File: config.mk
export PLATFORM = sky130hd
export DESIGN_NAME = fifo
export DESIGN_NICKNAME = d
export VERILOG_FILES = /design/src/rtl/fifo.sv
export SDC_FILE = /design/constraint.sdc
export NUM_CORES = 1
export LEC_CHECK = 0
export BUFFER_PORTS_ARGS = -buffer_cell sky130_fd_sc_hd__buf_2
export CAP_MARGIN = 20
export CORE_MARGIN = 1
export CORE_UTILIZATION = 54
export CTS_CLUSTER_SIZE = 16
export DETAILED_ROUTE_END_ITERATION = 8
export HOLD_SLACK_MARGIN = 0.15
export PLACE_DENSITY = 0.78
export SLEW_MARGIN = 20
export SYNTH_ARGS = -nofsm -noshare
export SYNTH_HDL_FRONTEND = slang
export SYNTH_SLANG_ARGS = --single-unit
File: constraint.sdc
create_clock -name clk -period 2.5 [get_ports clk]
set_input_delay 0.375 -clock clk [delete_from_list [all_inputs] [get_ports clk]]
set_output_delay 0.375 -clock clk [all_outputs]
set_load 0.005 [all_outputs]
File: src/rtl/fifo.sv
// Single-clock FIFO with registered read data and full/empty flags.
// Writes into a full FIFO and reads from an empty FIFO are dropped.
module fifo #(
    parameter int unsigned DATA_WIDTH = 8,
    parameter int unsigned DEPTH      = 8
) (
    input  logic                  clk,
    input  logic                  rst_n,
    input  logic                  rden,
    input  logic                  wren,
    input  logic [DATA_WIDTH-1:0] i_data,
    output logic [DATA_WIDTH-1:0] o_data,
    output logic                  full,
    output logic                  empty
);

    localparam int unsigned PTR_W = (DEPTH > 1) ? $clog2(DEPTH) : 1;
    localparam int unsigned CNT_W = PTR_W + 1;

    logic [DATA_WIDTH-1:0] r_mem [DEPTH];
    logic [PTR_W-1:0]      r_wptr;
    logic [PTR_W-1:0]      r_rptr;
    logic [CNT_W-1:0]      r_count;
    logic [DATA_WIDTH-1:0] r_rdata;
    logic                  r_full;
    logic                  r_empty;

    logic                  w_wr_acc;
    logic                  w_rd_acc;
    logic [CNT_W-1:0]      w_count_nxt;

    // Accept decisions use the pre-edge flags, so simultaneous requests are judged independently.
    assign w_wr_acc = wren && !r_full;
    assign w_rd_acc = rden && !r_empty;

    always_comb begin
        w_count_nxt = r_count;
        case ({w_wr_acc, w_rd_acc})
            2'b10:   w_count_nxt = r_count + CNT_W'(1);
            2'b01:   w_count_nxt = r_count - CNT_W'(1);
            default: w_count_nxt = r_count;
        endcase
    end

    // Storage array; contents are don't-care after reset so it carries no reset.
    always_ff @(posedge clk) begin
        if (w_wr_acc) begin
            r_mem[r_wptr] <= i_data;
        end
    end

    // Pointers wrap naturally because DEPTH is a power of two.
    always_ff @(posedge clk or negedge rst_n) begin
        if (!rst_n) begin
            r_wptr <= '0;
            r_rptr <= '0;
        end else begin
            if (w_wr_acc) begin
                r_wptr <= r_wptr + PTR_W'(1);
            end
            if (w_rd_acc) begin
                r_rptr <= r_rptr + PTR_W'(1);
            end
        end
    end

    // Flags are registered alongside the count so they track it exactly.
    always_ff @(posedge clk or negedge rst_n) begin
        if (!rst_n) begin
            r_count <= '0;
            r_full  <= 1'b0;
            r_empty <= 1'b1;
        end else begin
            r_count <= w_count_nxt;
            r_full  <= (w_count_nxt == CNT_W'(DEPTH));
            r_empty <= (w_count_nxt == '0);
        end
    end

    always_ff @(posedge clk or negedge rst_n) begin
        if (!rst_n) begin
            r_rdata <= '0;
        end else if (w_rd_acc) begin
            r_rdata <= r_mem[r_rptr];
        end
    end

    assign o_data = r_rdata;
    assign full   = r_full;
    assign empty  = r_empty;

endmodule

-- Word-level counts from Yosys, hierarchy flattened
Memory sizes are Yosys's and may differ from the RTL's. A register that Yosys moved wholly into a read port is not among the register bits.
Cells that the tools add are included.
- bits in registers: 12
- latch bits: 0
- memories: 1
- logic and storage cells: 22
- bits in writable memories: 64
- bits in read-only memories: 0
- memory list (name ; depth ; width ; rd ports ; clocked after memory_dff ; write ports ; RTL line ; text):
    r_mem ; 8 ; 8 ; 1 ; 1 ; 1 ; 20 ; logic [DATA_WIDTH-1:0] r_mem [DEPTH];
- multiplexer cells: 3
- $add $sub $neg: 4
- shift operators: 0
- eq/ne operators: 3
- multiply operators: 0
- bitwise gates (word level): 0
- reductions and logical operators: 6
- div/mod/pow operators: 0
- $lt $le $gt $ge: 0
- operator list (cell ; count):
    $pmux W4 S2 ; 1
    $add A3 B1 Y3 const B ; 2
    $add A4 B1 Y4 const B ; 1
    $eq A4 B4 Y1 const B ; 1
    $logic_not A4 Y1 ; 1
    $sub A4 B1 Y4 const B ; 1
    $logic_not A1 Y1 ; 3
    $eq A2 B1 Y1 const B ; 1
    $eq A2 B2 Y1 const B ; 1
    $logic_and A1 B1 Y1 ; 2
    $mux W1 ; 2

-- Depth between registers and ports, before layout
- depth in word-level cells: 5
- depth in mapped cells: 11

-- Worst setup path before layout
Ideal clock, no wire load.
- path kind: register to register
- start: register r_empty (netlist: empty)
- end: register r_full (netlist: full)
- setup slack: -65 ps
- setup time: 119 ps
- cell stages (with the launch flop): 12
- clock period less this slack: 2565 ps
- path buffers: 2
- arrival: 2446 ps
- cell sequence: dfstp_2 -> nand2b_1 -> clkbuf_1 -> inv_1 -> ha_1 -> clkbuf_1 -> xor2_1 -> ha_1 -> a21oi_1 -> xor3_1 -> a31oi_1 -> o21ba_2
- cells in the longest elaborated chain, start to end: 5
- elaborated cells on any way between the ends: 6
- RTL lines (what ; RTL line ; text):
    start: declaration ; 26 ; logic r_empty;
    start signal: assignment ; 76 ; r_empty <= (w_count_nxt == '0);
    $logic_not A1 Y1 * ; 34 ; assign w_rd_acc = rden && !r_empty;
    $logic_and A1 B1 Y1 * ; 34 ;
    $eq A2 B1 Y1 or $eq A2 B2 Y1 (tied branches) ; 38 ; case ({w_wr_acc, w_rd_acc})
    $pmux W4 S2 * ; 38 ;
    $eq A4 B4 Y1 * ; 75 ; r_full <= (w_count_nxt == CNT_W'(DEPTH));
    end signal: assignment ; 75 ;
    end: declaration ; 25 ; logic r_full;
Mark *: on every way between the ends. The rest lies on a longest branch, timed or not.
A chain may end at the register's enable or synchronous reset.

-- Worst setup path in the final report
Same ends and word-level chain as after synthesis.

==> metrics.yaml <==
place_congestion: 0.729
cts_setup_buffers: 0
critPathKind: "flip-flop to flip-flop"
top_layer: "met4"
dieHeight_um: 81.5
antenna_found_initial: 0
yosys-top-cells-count: "edfxtp_1, dfrtp_1, nand2_1"
coreArea_um2: 5990
netlist_instances: 188
yosys.cell_types.count: 34
synth.most_common_cell: "edfxtp_1"
tns_ns: 0
die-area_um2: 6640
final_area_um2: 3870
wirelength_um: 5380
setup_violations: 0
wl_met3_um: 203
crit_required_ns: 2.72
cp.arrival_ns: 2.51
antenna_cells: 0
drt_iter0_drc: 122
max_slew_margin: 0.510
numCtsBuffers: 9
rr_worst_depth: 9
p_leak_uw: 0.00146
clock-sinks: 84
synth_edf_count: 64
dieWidth_um: 81.5
ys_ff_latch: 84
yosysWarnings: 0
cp-start-kind: "flip-flop"
clockBufferDepth: 2
maxSlewViolCount: 0
areaGrowthSynthToFinish_pct: 13.4
min_path_cells: 1
fin_nets: 243
synth_largest_area_cell: "edfxtp_1"
via_count: 1676
routed-wl-met2_um: 2690
drc: 0
start_util: 0.569
status: "finished, final reports clean"
seq_area_frac_synth: 0.711
wirelength_met1_um: 2420
insertion_delay_ns: 0.33
peakVddDrop_mv: 0.688
syn-mean-instance-area_um2: 18.1
htreeDepth: 3
period_needed_ns: 2.29
dp.final_hpwl_um: 3630
viasPerCell: 5.50
synth_area_um2: 3410
finalHoldViolations: 0
synth.top_cells.by_area: "edfxtp_1, dfrtp_1, mux4_2, mux4_1, mux2i_1"
fmax_mhz: 437
grt_overflow: 0
crit_fanout: 5
cap_violations: 0
num_rows: 28
timing.final.crit_share: 0.915
dpl_cell_area_um2: 3650
ant_nets: 0
worst_slew_pin_slew_ns: 0.734
path_clk_slew_ns: 0.08
cts_root_buf: "clkbuf_8"
drt_first_pass_iters: 4
synth_nets: 205
io_pins: 22
portBuffers: 21
grt_pass1_wl_um: 8330
grt_pass1_vias: 1683
fillers: 398
worstSetupEndpointType: "flip-flop"
yosys_most_used_dff: "edfxtp_1"
grt_max_degree: 21
drive_gt1_frac: 0.274
hold_class: "input port to flip-flop"
utilization: 0.646
rsz0062_at_grt: "false"
gr-usage-all-layers: 0.183
ys_async_sr_fraction: 0.238
cts_tree: "built"
synth_top_area_frac: 0.563
fin_worst_skew_ns: 0.00550
power.density_nw_per_um2: 1140
wire_per_inst_um: 17.6
## final timing paths
check | slack, ns | to | startpoint
setup / recovery | 0.21 | full | empty
hold / removal | 0.31 | r_mem[2][1] | i_data[1]
setup reg to reg | 0.21 | full | empty
hold reg to reg | 0.48 | o_data[5] | o_data[5]
max in group asynchronous | 1.66 | empty | rst_n
min in group asynchronous | 0.51 | o_data[6] | rst_n
## metal layers
metal / global-route usage / vias up
li1: - / 796
met1: 0.250 / 837
met2: 0.285 / 37
met3: 0.0367 / 6
met4: 0.0857 / 0
met5: 0 / -
## registers in the layout, summed over array words and instances (netlist names)
name / count
r_rptr: 3
full: 1
r_mem: 64
o_data: 8
r_count: 4
r_wptr: 3
empty: 1
## layout by cell type (no fill, tap or decap), types with 2 or more instances in the layout
| cell type | Yosys | final |
|---|---|---|
| xnor2_1 | 4 | 4 |
| buf_2 | 2 | 21 |
| bufinv_16 | 0 | 2 |
| ha_1 | 5 | 5 |
| o21ai_1 | 8 | 8 |
| nor2b_1 | 2 | 2 |
| mux2_2 | 2 | 2 |
| mux4_1 | 7 | 7 |
| edfxtp_1 | 64 | 64 |
| mux2i_1 | 8 | 8 |
| clkbuf_8 | 0 | 9 |
| nor2_1 | 8 | 8 |
| mux4_2 | 9 | 9 |
| nand2_1 | 15 | 15 |
| buf_4 | 1 | 14 |
| dfrtp_1 | 19 | 19 |
| nor3_1 | 4 | 4 |
| xor2_1 | 4 | 4 |
| inv_1 | 2 | 2 |
| nand2b_1 | 5 | 5 |
| clkinv_2 | 0 | 2 |
## area by class of cell
class	instances	area (um^2)	area share
flip-flops and latches	84	2420	0.626
multi-input cells	93	918	0.237
repair buffers	36	220	0.0569
clock buffers	10	128	0.0330
well taps	75	93.8	0.0243
clock inverters	5	77.6	0.0201
inverters	2	7.51	0.00194
## critical path, stage by stage (launching register included)
cell and delay, ns:
dfstp_2 0.53, nand2b_1 0.12, inv_1 0.09, ha_1 0.27, xor2_1 0.19, ha_1 0.20
a21oi_2 0.15, xor3_1 0.24, a31oi_1 0.20, o21ba_2 0.18
## cells by family after synthesis
logic type / after synthesis / synth area share
AOI/OAI and AO/OA: 14 / 0.0235
xor gates and xnor gates: 9 / 0.0275
adders and majority gates: 5 / 0.0183
buffers and inverters: 11 / 0.0213
DFF: 84 / 0.711
muxes: 26 / 0.143
and+or+nand+nor: 39 / 0.0554
## where the power goes
| part | total, uW | internal, uW | switching, uW |
|---|---|---|---|
| logic | 1330 | 712 | 614 |
| clock network | 987 | 554 | 433 |
| registers | 2100 | 1840 | 253 |
## stage by stage
stage               hold WS, ns  power [uW]  instances  setup slack, ns
global placement          0.341        3410        289            0.231
floorplan                0.0794        3060        188           0.0619
finish                    0.308        4410        305            0.212
CTS                       0.290        4450        305            0.137
detailed placement        0.335        3450        289            0.158
global route              0.298        4680        305           0.0396
## what timing repair did
action / in CTS / in global routing
setup endpoints to repair: 0 / 1
hold endpoints to repair: 19 / 0
hold buffers: 1 / 0
resized for setup: 0 / 1
Power figures use the tool's default switching activity.
